`src/rtl/nybble_pkg.sv`:
```
// Shared definitions for the nybbleForth fetch stage: opcode values, operand lengths
// and the tagged byte layout kept in the prefetch FIFO.
package nybble_pkg;

    localparam int DEPTH_DEFAULT = 4;

    typedef enum logic [3:0] {
        OP_NOOP    = 4'd0,
        OP_LOAD    = 4'd1,
        OP_CALL    = 4'd2,
        OP_EXIT    = 4'd3,
        OP_LIT     = 4'd4,
        OP_RFROM   = 4'd7,
        OP_ADD     = 4'd8,
        OP_NAND    = 4'd9,
        OP_TOR     = 4'd10,
        OP_ZBRANCH = 4'd11,
        OP_STORE   = 4'd12
    } opcode_e;

    localparam logic OPND_BYTE = 1'b0;
    localparam logic OPND_WORD = 1'b1;

    // FIFO entry: byte address in [23:8], byte value in [7:0]
    typedef struct packed {
        logic [15:0] addr;
        logic [7:0]  data;
    } fetch_entry_t;

    function automatic logic [15:0] sext8(input logic [7:0] b);
        return {{8{b[7]}}, b};
    endfunction

endpackage

```
`src/rtl/nybble_byte_fifo.sv`:
```
// Small prefetch FIFO of address-tagged bytes. Exposes the head and the entry after it
// so a 16-bit operand can be consumed in one cycle; flush empties it instantly.
module nybble_byte_fifo
    import nybble_pkg::*;
#(
    parameter int DEPTH = DEPTH_DEFAULT
) (
    input  logic                     clock,
    input  logic                     reset,
    input  logic                     flush,
    input  logic                     push,
    input  logic [23:0]              push_entry,
    input  logic                     pop1,
    input  logic                     pop2,
    output logic [$clog2(DEPTH):0]   count,
    output logic [23:0]              head,
    output logic [7:0]               head1_data
);

    localparam int AW = $clog2(DEPTH);

    logic [23:0]   r_mem [DEPTH];
    logic [AW-1:0] r_wr_ptr;
    logic [AW-1:0] r_rd_ptr;
    logic [AW:0]   r_count;
    logic [AW:0]   w_pop_n;
    logic [23:0]   w_head1;

    assign w_pop_n = pop2 ? (AW+1)'(2) : (pop1 ? (AW+1)'(1) : (AW+1)'(0));

    always_ff @(posedge clock or posedge reset) begin
        if (reset) begin
            r_wr_ptr <= '0;
            r_rd_ptr <= '0;
            r_count  <= '0;
        end else if (flush) begin
            r_wr_ptr <= '0;
            r_rd_ptr <= '0;
            r_count  <= '0;
        end else begin
            if (push)
                r_wr_ptr <= r_wr_ptr + AW'(1);
            // pointers are AW bits wide, so a pop of 2 wraps correctly even at DEPTH=2
            r_rd_ptr <= r_rd_ptr + w_pop_n[AW-1:0];
            r_count  <= r_count + (AW+1)'(push) - w_pop_n;
        end
    end

    always_ff @(posedge clock) begin
        if (push)
            r_mem[r_wr_ptr] <= push_entry;
    end

    assign count      = r_count;
    assign head       = r_mem[r_rd_ptr];
    assign w_head1    = r_mem[r_rd_ptr + AW'(1)];
    assign head1_data = w_head1[7:0];

    a_no_push_when_full: assert property (@(posedge clock) disable iff (reset)
        (push && !pop1 && !pop2) |-> (r_count < (AW+1)'(DEPTH)));

endmodule

```
`src/rtl/nybble_fetch.sv`:
```
// Instruction prefetch for the nybbleForth core: fills a byte FIFO from memory, hands
// out opcodes high nibble first, serves inline operands, and flushes on redirect.
module nybble_fetch
    import nybble_pkg::*;
#(
    parameter int DEPTH = DEPTH_DEFAULT
) (
    input  logic        clock,
    input  logic        reset,
    output logic        mem_req,
    output logic [15:0] mem_addr,
    input  logic        mem_ack,
    input  logic [7:0]  mem_data,
    output logic        op_valid,
    output logic [3:0]  op,
    output logic [15:0] op_pc,
    input  logic        op_ready,
    input  logic        opnd_req,
    input  logic        opnd_len,
    output logic        opnd_valid,
    output logic [15:0] opnd,
    input  logic        redirect,
    input  logic [15:0] redirect_pc
);

    localparam int CW = $clog2(DEPTH) + 1;

    logic          r_started;
    logic [15:0]   r_fetch_pc;
    logic          r_hold_valid;
    logic [3:0]    r_hold_nib;
    logic [15:0]   r_hold_pc;

    logic [CW-1:0] w_count;
    logic [23:0]   w_head;
    logic [7:0]    w_head1_data;
    logic          w_has1;
    logic          w_has2;
    logic          w_push;
    logic          w_pop1;
    logic          w_pop2;
    logic          w_op_xfer;
    logic          w_opnd_xfer;

    nybble_byte_fifo #(.DEPTH(DEPTH)) u_fifo (
        .clock      (clock),
        .reset      (reset),
        .flush      (redirect),
        .push       (w_push),
        .push_entry ({mem_addr, mem_data}),
        .pop1       (w_pop1),
        .pop2       (w_pop2),
        .count      (w_count),
        .head       (w_head),
        .head1_data (w_head1_data)
    );

    assign w_has1   = (w_count != '0);
    assign w_has2   = (w_count >= CW'(2));

    // r_started keeps mem_req low while reset is held and for the first edge after it
    assign mem_req  = r_started && (w_count < CW'(DEPTH)) && !redirect;
    assign mem_addr = r_fetch_pc;
    assign w_push   = mem_req && mem_ack;

    always_comb begin
        op_valid   = 1'b0;
        op         = 4'h0;
        op_pc      = 16'h0000;
        opnd_valid = 1'b0;
        opnd       = 16'h0000;
        if (!opnd_req && (r_hold_valid || w_has1)) begin
            op_valid = 1'b1;
            if (r_hold_valid) begin
                op    = r_hold_nib;
                op_pc = r_hold_pc;
            end else begin
                op    = w_head[7:4];
                op_pc = w_head[23:8];
            end
        end
        if (opnd_req && ((opnd_len == OPND_WORD) ? w_has2 : w_has1)) begin
            opnd_valid = 1'b1;
            opnd       = (opnd_len == OPND_WORD) ? {w_head1_data, w_head[7:0]}
                                                 : sext8(w_head[7:0]);
        end
    end

    assign w_op_xfer   = op_valid && op_ready && !redirect;
    assign w_opnd_xfer = opnd_valid && !redirect;
    assign w_pop1      = (w_op_xfer && !r_hold_valid) || (w_opnd_xfer && opnd_len == OPND_BYTE);
    assign w_pop2      = w_opnd_xfer && (opnd_len == OPND_WORD);

    always_ff @(posedge clock or posedge reset) begin
        if (reset) begin
            r_started  <= 1'b0;
            r_fetch_pc <= 16'h0000;
        end else begin
            r_started <= 1'b1;
            if (redirect)
                r_fetch_pc <= redirect_pc;
            else if (w_push)
                r_fetch_pc <= r_fetch_pc + 16'd1;
        end
    end

    // The hold register keeps the low nibble of the byte whose high nibble was just taken
    always_ff @(posedge clock or posedge reset) begin
        if (reset) begin
            r_hold_valid <= 1'b0;
            r_hold_nib   <= 4'h0;
            r_hold_pc    <= 16'h0000;
        end else if (redirect) begin
            r_hold_valid <= 1'b0;
        end else if (w_op_xfer) begin
            if (r_hold_valid) begin
                r_hold_valid <= 1'b0;
            end else begin
                r_hold_valid <= 1'b1;
                r_hold_nib   <= w_head[3:0];
                r_hold_pc    <= w_head[23:8];
            end
        end
    end

    a_opnd_needs_hold: assert property (@(posedge clock) disable iff (reset)
        opnd_req |-> r_hold_valid);

endmodule

```
`config.mk`:
```
export PLATFORM = sky130hd
export DESIGN_NAME = nybble_fetch
export DESIGN_NICKNAME = d
export VERILOG_FILES = /design/src/rtl/nybble_pkg.sv /design/src/rtl/nybble_byte_fifo.sv /design/src/rtl/nybble_fetch.sv
export SDC_FILE = /design/constraint.sdc
export NUM_CORES = 1
export LEC_CHECK = 0
export CORE_MARGIN = 4
export CORE_UTILIZATION = 35
export CTS_CLUSTER_SIZE = 24
export DETAILED_ROUTE_END_ITERATION = 6
export HOLD_SLACK_MARGIN = 0.12
export PLACE_DENSITY_LB_ADDON = 0.05
export SLEW_MARGIN = 25
export SYNTH_ARGS = -nofsm -noshare
export SYNTH_HDL_FRONTEND = slang
export SYNTH_SLANG_ARGS = --single-unit
```
`constraint.sdc`:
```
create_clock -name clock -period 2.23 [get_ports clock]
set_clock_uncertainty 0.15 [all_clocks]
set_input_delay 0.223 -clock clock [delete_from_list [all_inputs] [get_ports clock]]
set_output_delay 0.223 -clock clock [all_outputs]
set_load 0.01 [all_outputs]
```
==> results of run 1 <==
final timing paths:
| check | startpoint | to | slack [ps] | cells after the start |
|---|---|---|---|---|
| max reg2reg | u_fifo.count[2] | mem_addr[14] | 30 | 5 |
| max in group asynchronous | reset | u_fifo.count[1] | 870 | 4 |
| min in group asynchronous | reset | r_hold_pc[1] | 530 | 3 |
| max | u_fifo.r_rd_ptr[1] | opnd[12] | -180 | 8 |
| min reg2reg | r_hold_pc[4] | r_hold_pc[4] | 320 | 2 |
| min | redirect | u_fifo.count[2] | 190 | 4 |
cell usage after synthesis (all sizes together), types with 12 or more instances:
master / n / share of area, %
nand2: 120 / 7.1
edfxtp: 96 / 45
dfrtp: 45 / 18
a21oi: 32 / 2.5
o21ai: 28 / 2.2
nor2: 23 / 1.4
mux2i: 19 / 3.0
clkbuf: 18 / 1.1
mux4: 18 / 6.4
inv: 13 / 0.77
xnor2: 12 / 1.7
flip-flops by register name (all words and copies together), names as in the netlist:
register         flops
r_hold_valid         1
mem_addr            16
r_hold_pc           16
r_started            1
r_hold_nib           4
u_fifo.count         3
u_fifo.r_wr_ptr      2
u_fifo.r_mem        96
u_fifo.r_rd_ptr      2
worst register-to-register path, stage by stage, from the launching register on:
cell and delay [ps]:
dfrtp_2 440, buf_6 130, nand3b_4 190, or4_4 530
or4_4 520, o211ai_1 160
logic make-up (layout without fill, tap and decap cells):
kind of cell             count (synthesis)  after routing
AO/OA/AOI/OAI                           69             69
multiplexers                            45             45
adder cells (fa/ha/maj)                  8              8
buffers and inverters                   39            249
other                                    1              1
XOR/XNOR                                16             16
AND/OR/NAND/NOR                        195            195
flip-flops                             141            141
metrics by stage:
stage / util (%) / std cells / TNS (ps) / hold WS, ps
6_report: 52.8 / 953 / -3740 / 185
5_1_grt: 52.8 / 953 / -6480 / 206
4_1_cts: 50.7 / 934 / -4130 / 174
3_5_place_dp: 44.7 / 866 / -4770 / 313
3_3_place_gp: 44.7 / 866 / -4560 / 307
2_1_floorplan: - / 514 / 0 / 172
timing repair:
action / CTS / global route
resized for setup: 218 / 45
gates cloned: 2 / 4
pin swaps: 47 / 22
endpoints found under the setup margin: 40 / 39
buffers inserted: 33 / 16
endpoints found under the hold margin: 16 / 0
hold buffers: 1 / 0
final cells by class:
class,instances,share of cell area [%]
inverter,13,0.516
clock inverter,8,1.32
clock buffer,24,5.56
tap,229,3.03
multi-input combinational,334,26.0
timing repair buffer,204,21.1
sequential,141,42.5
per-layer routing:
metal,vias up,global-route usage (%),part of all wire [%]
met3,24,3.72,4.1
met1,2262,24.7,48
met2,98,26.5,46
li1,2234,-,-
met5,-,0,0
met4,0,6.15,1.6
power breakdown:
group | total, uW | leakage (uW) | switching [uW] | internal [uW]
combinational | 3580 | 0.00202 | 1600 | 1980
clock | 3060 | 0.000316 | 1070 | 1990
sequential | 3290 | 0.00143 | 188 | 3100
==> impl_metrics.yaml, run 1 <==
critical_path:
  path_cells: "buf_12 -> buf_12 -> mux4_2 -> o21ai_1 -> buf_4 -> buf_4 -> a21oi_1 -> buf_2"
  cp.buffers_inverters: 5
  cp_data_required_time_ps: 1860
  crit_path_start_kind: "flip-flop"
  crit_family: "buffers and inverters"
  cp_max_fo: 5
  slowest_stage: "dfrtp_2"
  arrival_ps: 2030
  cp-end-kind: "primary output"
  crit_type: "flip-flop to primary output"
  max_stage_delay_ps: 440
power:
  peakVddDrop_mv: 0.593
  power.density_nw_per_um2: 1050
  leakage_uw: 0.00376
  power.total_uw: 9930
finish:
  final_cell_mix: "108 x nand2_1, 96 x edfxtp_1, 67 x buf_4"
  n_antenna_cell: 0
  ff_latch_area_um2: 4010
  post-route-cell-area_um2: 9450
  syn_to_final_growth_pct: 48.5
  multi_input_area_um2: 2460
  fin_nets: 750
  fillerInstances: 1599
  drive_gt1_share_pct: 37.6
  final_common_cell: "nand2_1"
logic_synthesis:
  syn-cell-area_um2: 6370
  synth_xor_area_share_pct: 2.20
  synth_fp_nets: 553
  synthAdderAreaFrac_pct: 1.69
  postSynthAreaPerCell_um2: 12.4
  synth_top_family_by_area: "simple AND/OR/NAND/NOR gates"
  synth_mux_area_share_pct: 10.8
  netlist_instances: 514
  synth-compound-area-share_pct: 5.78
  ys_ff_latch: 141
  synth_async_sr_flop_share_pct: 31.9
  yosysWarnings: 0
  synth_edf_count: 96
  synthSimpleGateAreaFrac_pct: 14.0
  synth_cell_type_count: 46
  yosysSeqAreaShare_pct: 63.0
  synth_ff_type: "edfxtp_1"
clock_network:
  clk_pin_slew_worst_paths_ps: 60
  htree_num_levels: 4
  clockBufferDepth: 2
  tritoncts: "built"
  insertion_delay_ps: 420
  cts_sinks: 141
  cts_made_buffers: 17
  cts-root-buf: "clkbuf_16"
sta:
  setup_viol: 33
  worst_slack_ps: -177
  max_freq_ghz: 0.415
  fin_crit_sh_pct: 108
  drv_slew: 0
  rsz0062_at_grt: "true"
  final_hold_viol_count: 0
  period_needed_ps: 2410
place:
  portBuffers: 85
  pre_cts_ws_ps: -382
  gp_congestion: 0.741
  dp_hpwl_mm: 11.0
  postPlaceCellArea_um2: 8000
global_routing:
  overflow: 0
  grt_max_degree: 36
  antenna_found_initial: 0
  grt.total_usage_pct: 17.4
  grt_pass1_vias: 4816
  grt_pass1_wl_mm: 26.7
floorplanning:
  pin_count: 86
  coreArea_um2: 17900
  row_count: 49
  die_h_um: 143
  die-area_um2: 20400
  initial_core_util_pct: 35.6
  die_w_um: 143
route:
  dr.first_iter.drc_count: 272
  wl_per_cell_um: 17.8
  drc: 0
  wirelength_mm: 16.9
  drtAntennaViolNets: 0
  vias_per_cell: 4.85
  drt_pre_antenna_iters: 4
  vias: 4618
outcome:
  status: "complete, but fails checks"
  failed_checks: "setup timing"
min_path:
  hold_path_class: "input port to flip-flop"
run:
  maxCapViolations: 0
Power figures use the tool's default switching activity.
==> run 2, diff against run 1 <==
--- a/config.mk
+++ b/config.mk
@@ -6,7 +6,7 @@
 export NUM_CORES = 1
 export LEC_CHECK = 0
 export CORE_MARGIN = 4
-export CORE_UTILIZATION = 35
+export CORE_UTILIZATION = 38
 export CTS_CLUSTER_SIZE = 24
 export DETAILED_ROUTE_END_ITERATION = 6
 export HOLD_SLACK_MARGIN = 0.12
==> run 2 against run 1 <==
Effect of this change: clock power decreased by 7.2%; core utilization increased by 2.2 points; sequential share of layout area increased by 1.7 points; largest power group is now sequential cells; worst setup slack got worse by 14 ps; count of clock-buffer cells in the layout decreased by 7; critical path depth decreased by 2; the run still ends with setup timing left; die area decreased by 7.5%; power decreased by 6.1%; final area decreased by 3.8%; final cell count decreased by 2.5%; sequential cell count unchanged; first-iteration DRC count increased by 29%.
==> impl_metrics.yaml, run 2 (synthesis gave the netlist of run 1 again) <==
outcome:
  status: "complete, but fails checks"
  failed_checks: "setup timing"
critical_path:
  cp-end-kind: "primary output"
  slowest_stage: "mux4_2"
  arrival_ps: 2050
  path_common_cell: "buf_6"
  crit_end: "opnd[9]"
  reg2regPathDepth: 10
  ff2ff_setup_slack_ps: -30
  max_stage_delay_ps: 580
  cp_data_required_time_ps: 1860
  cp_max_fo: 6
  reg2reg_from: "u_fifo.count[1]"
  r2r-end: "u_fifo.count[2]"
  path_cells: "mux4_2 -> o21ai_2 -> buf_6 -> buf_6 -> a21oi_2 -> buf_2"
  worstSetupStartpoint: "u_fifo.r_rd_ptr[0]"
  crit_path_start_kind: "flip-flop"
  crit_type: "flip-flop to primary output"
sta:
  setup_viol: 31
  rsz0062_at_grt: "true"
  period_needed_ps: 2420
  drv_slew: 0
  slew_headroom_pct: 66.6
  worst_slack_ps: -191
  final_hold_viol_count: 0
  max_freq_ghz: 0.413
  worst_slew_pin_slew_ps: 500
  fin_crit_sh_pct: 109
route:
  met1Wirelength_mm: 7.72
  dr.first_iter.drc_count: 351
  vias_per_cell: 4.94
  wirelength_mm: 16.2
  drc: 0
  drt_pre_antenna_iters: 6
  wl_met3_um: 738
  wl_met2_mm: 7.51
  drtAntennaViolNets: 0
  wl_per_cell_um: 17.5
  top_layer_used: "met4"
  vias: 4587
global_routing:
  overflow: 0
  grt.total_usage_pct: 17.6
  grt_max_degree: 35
  antenna_found_initial: 0
  grt_pass1_wl_mm: 25.0
  grt_pass1_vias: 4605
floorplanning:
  row_count: 47
  pin_count: 86
  die_w_um: 137
  initial_core_util_pct: 38.5
  die_h_um: 137
  coreArea_um2: 16500
  die-area_um2: 18900
finish:
  syn_to_final_growth_pct: 42.8
  final_cells: 929
  drive_gt1_share_pct: 36.2
  largest_reg_flops: 96
  fin_nets: 735
  final_common_cell: "nand2_1"
  largest-register: "u_fifo.r_mem"
  n_antenna_cell: 0
  post-route-cell-area_um2: 9090
  final_cell_mix: "108 x nand2_1, 96 x edfxtp_1, 67 x buf_4"
power:
  clock_power_share_pct: 30.4
  power.switching_uw: 2770
  power.internal_uw: 6550
  pwr-share-seq_pct: 35.6
  combPwrFrac_pct: 33.9
  leakage_uw: 0.00360
  power.density_nw_per_um2: 1020
  peakVddDrop_mv: 0.593
  swShare_pct: 29.7
clock_network:
  htree_num_levels: 4
  tritoncts: "built"
  insertion_delay_ps: 420
  cts-root-buf: "clkbuf_16"
  clockBufferDepth: 2
  cts_made_buffers: 17
  clk_pin_slew_worst_paths_ps: 60
  cts_sinks: 141
min_path:
  hold_path_class: "input port to flip-flop"
run:
  maxCapViolations: 0
place:
  postPlaceCellArea_um2: 8010
  dp_hpwl_mm: 10.7
  gp_congestion: 0.750
  portBuffers: 85
  place_inst: 862
-- run 2: changes by cell type in the layout (fill, tap and decap cells not counted), moves of 3 or more --
cell       delta
clkbuf_16     -6
buf_2         -5
clkbuf_1      -3
buf_8         -3
clkinv_2      +3
a21oi_2       +4
buf_6         -5
buf_12        -4
a21oi_1       -3
-- run 2: layout make-up --
| cell class | instances | area, um2 |
|---|---|---|
| fill | 1413 | 7430 |
| inverter | 13 | 48.8 |
| multi-input combinational | 334 | 2420 |
| sequential | 141 | 4010 |
| tap | 220 | 275 |
| clock buffer | 17 | 425 |
| timing repair buffer | 189 | 1740 |
| clock inverter | 15 | 170 |
-- run 2: power groups by stage --
stage / Combinational (uW) / Clock [uW] / Sequential (uW)
floorplan: 1340 / 0 / 3320
global placement: 2530 / 0 / 3340
detailed placement: 2550 / 0 / 3360
CTS: 3010 / 2890 / 3320
global route: 3440 / 3020 / 3360
finish: 3160 / 2840 / 3320
-- run 2: worst min-delay path by stage --
stage,from,endpoint,depth (start not counted),slack (ps)
after floorplan,mem_data[0],u_fifo.r_mem[0][0],0,170
after global placement,r_hold_pc[2],r_hold_pc[2],2,310
after detailed placement,r_hold_pc[0],r_hold_pc[0],2,310
after CTS,redirect_pc[5],mem_addr[5],3,200
after global routing,redirect_pc[6],mem_addr[6],3,220
final,redirect_pc[5],mem_addr[5],3,210
-- run 2: metal layers --
| layer | vias to the layer above | GRT usage (%) |
|---|---|---|
| li1 | 2200 | - |
| met1 | 2260 | 25.3 |
| met5 | - | 0 |
| met2 | 109 | 27.0 |
| met3 | 18 | 3.65 |
| met4 | 0 | 5.49 |
-- run 2: worst max-delay path: cells and delay by family, from the launching register on --
kind	cells	cell delay, ps
mux	1	580
buf+inv	3	380
compound gates	2	200
flops	1	470
-- run 2: through the flow --
stage / power (uW) / hold WS [ps] / setup WS (ps) / utilization [%] / TNS, ps
floorplan: 4660 / 172 / 3.50 / - / 0
global placement: 5870 / 307 / -315 / 48.5 / -4250
detailed placement: 5910 / 312 / -354 / 48.5 / -5020
CTS: 9210 / 197 / -250 / 54.2 / -5640
global route: 9820 / 218 / -271 / 55.0 / -6200
finish: 9320 / 214 / -191 / 55.0 / -3720
-- run 2: repair_timing --
action                                 in CTS  in global routing
buffers inserted                           21                 15
hold buffers                                1                  0
pin swaps                                  32                 24
cloned                                      2                  0
gates resized for setup                   193                 43
setup endpoints to repair                  40                 41
endpoints found under the hold margin      19                  0
==> RTL edit: new RTL, config.mk and constraints of run 1 <==
Set the package constant `DEPTH_DEFAULT` to 2 (it was 4).
--- a/src/rtl/nybble_pkg.sv
+++ b/src/rtl/nybble_pkg.sv
@@ -2,7 +2,7 @@
 // and the tagged byte layout kept in the prefetch FIFO.
 package nybble_pkg;
 
-    localparam int DEPTH_DEFAULT = 4;
+    localparam int DEPTH_DEFAULT = 2;
 
     typedef enum logic [3:0] {
         OP_NOOP    = 4'd0,
Formal check against the unedited RTL: not equivalent (a bounded check fails within 4 cycles, from zero or initial values and one cycle with reset high).
==> RTL edit against run 1 <==
  * The flow still finishes with violations (negative setup slack)
  * Final cell count decreased by 32%
  * Total power decreased by 54%
  * Final area decreased by 36%
  * Sequential power decreased by 33%
  * Worst setup slack improved by 0.094 ns
  * Count of clock-buffer cells in the layout decreased by 11
  * Sequential cell count decreased by 51
  * Synthesized area decreased by 34%
  * Routed wire length decreased by 37%
  * Global-route usage decreased by 2.0 points
  * Via count decreased by 30%
==> RTL edit: results (changes against run 1) <==
The worst setup path startpoint is u_fifo.r_rd_ptr. The proportion of layout cells with a drive suffix above 1 came out at 23.81% (-14 points). The maximum resistive drop on vdd came out at 0.0004450 V (-25%). The H-tree depth came to 3 (-1). In the synthesized netlist, the cells that appear most often are nor2_1, a21oi_1, edfxtp_1.

The run finished, with violations left. In the post-synthesis netlist, the biggest area contributors are edfxtp_1, dfrtp_1, mux2i_1. The aggregate negative setup slack is -0.2118 ns (+3.529 ns).

The met3 track demand over resource in global routing was 2.787% (-0.93 points). The number of buffers created by CTS is 9 (-8). The final-stage net count is 533 (-29%). The worst register-to-register path begins at u_fifo.count[0]. The met2 demand-to-capacity share in global routing came out at 23.86% (-2.7 points). The number of synthesized flops with an enable pin is 48 (-50%). The half-perimeter wire length after placement came out at 7.243 mm (-34%). The wire length of the first global-routing pass was 16.95 mm (-36%).

The biggest cell delay along the critical path is 0.48 ns (+0.04 ns). The number of cells on the worst reg-to-reg path came out at 10 (+5). The total routing usage reported by global routing is 15.34% (-2.0 points). The number of nets in the synthesized netlist is 418 (-24%). The leakage power total is 0.002553 µW (-32%).

The end of the worst register-to-register path is u_fifo.count[1]. The setup slack after layout is -0.08328 ns (+0.09387 ns). The number of flip-flops in the largest register is 48 (-50%).

The worst setup slack for register-to-register paths came out at approximately 0.040 ns. The final reports fail on negative setup slack. The violation count after the first detailed-routing iteration is 129 (-53%). The final RePlAce weighted congestion is 0.7901 (+6.6%). Following the worst setup path forward leads to its endpoint at op_pc[4]. The largest net degree at the start of global routing is 43 (+19%).

The mux contribution to synthesized area came out at 8.554% (-2.2 points). The largest fanout of any net on the critical path was 7 (+2). The number of antenna cells inserted is 0 (unchanged). Clock tree synthesis selected as its root buffer the cell clkbuf_16.

The number of setup violations in the final report is 3 (-91%). The adder-cell area share of the yosys netlist came out at 0.8910% (-0.80 points). The share of synthesized area occupied by flip-flops and latches is 59.16% (-3.8 points).

The standard cell area after detailed placement came out at 5425 µm² (-32%). The synthesized-area fraction occupied by xor and xnor cells came out at 3.119% (+0.92 points). The number of global-route vias before repair was 3,168 (-34%). The number of inserted filler cells in the final layout is 1,057 (-34%).

The share of the synthesized area in compound gates (AO/OA/AOI/OAI) was 8.940% (+3.2 points).
## RTL edit: per-layer routing
metal | wire length (µm) | up-vias
met2 | 5028 | 78
met4 | 219 | 0
met3 | 427 | 15
met1 | 5057 | 1548
met5 | 0 | -
li1 | - | 1588
## RTL edit: report_power, final
part	internal, µW	switching (µW)
clock network	849	602
logic	515	457
registers	2010	177
total	3380	1240
## RTL edit: cell families after synthesis
| logic type | Yosys count |
|---|---|
| compound gates | 70 |
| xor+xnor | 15 |
| fa+ha+maj | 3 |
| buf+inv | 33 |
| flops | 90 |
| mux | 36 |
| other cells | 1 |
| simple gates | 136 |
## RTL edit: how the worst min path moves through the flow
stage | from | to | slack [ns] | cells after the start
floorplan | mem_data[0] | u_fifo.r_mem[0][0] | 0.17 | 0
global placement | r_hold_pc[6] | r_hold_pc[6] | 0.35 | 2
detailed placement | r_hold_nib[3] | r_hold_nib[3] | 0.37 | 2
CTS | redirect_pc[2] | mem_addr[2] | 0.30 | 3
global route | redirect | u_fifo.count[1] | 0.27 | 3
finish | redirect | u_fifo.r_wr_ptr | 0.26 | 3
## RTL edit: worst reg2reg max path: cells and delay by family (launching register included)
family,cells,cell delay (ns)
AOI/OAI and AO/OA,2,0.30
buffers and inverters,2,0.21
and+or+nand+nor,3,0.41
adders and majority gates,2,0.45
DFF,1,0.39
xor gates and xnor gates,1,0.16
## RTL edit: area by class of cell
| cell class | count | area share (%) |
|---|---|---|
| Clock inverter | 3 | 0.3493 |
| Tap cell | 143 | 2.938 |
| Multi-Input combinational cell | 261 | 29.87 |
| Sequential cell | 90 | 40.95 |
| Timing Repair Buffer | 128 | 20.90 |
| Clock buffer | 13 | 4.438 |
| Inverter | 9 | 0.5548 |
## RTL edit: metrics by stage
step | instances | hold slack, ns | utilization (%) | power (µW)
4_1_cts | 638 | 0.2970 | 49.91 | 4570
6_report | 647 | 0.2619 | 52.43 | 4613
3_3_place_gp | 616 | 0.3550 | 46.71 | 3058
5_1_grt | 647 | 0.2748 | 52.43 | 4869
3_5_place_dp | 616 | 0.3673 | 46.71 | 3078
2_1_floorplan | 384 | 0.1719 | - | 2667
## RTL edit: timing repair
action | 4_1_cts | 5_1_grt
setup buffers | 4 | 8
pin swaps | 1 | 6
hold buffers | 1 | 0
gates cloned | 1 | 1
resized for setup | 42 | 84
setup endpoints to repair | 39 | 30
endpoints found under the hold margin | 42 | 0
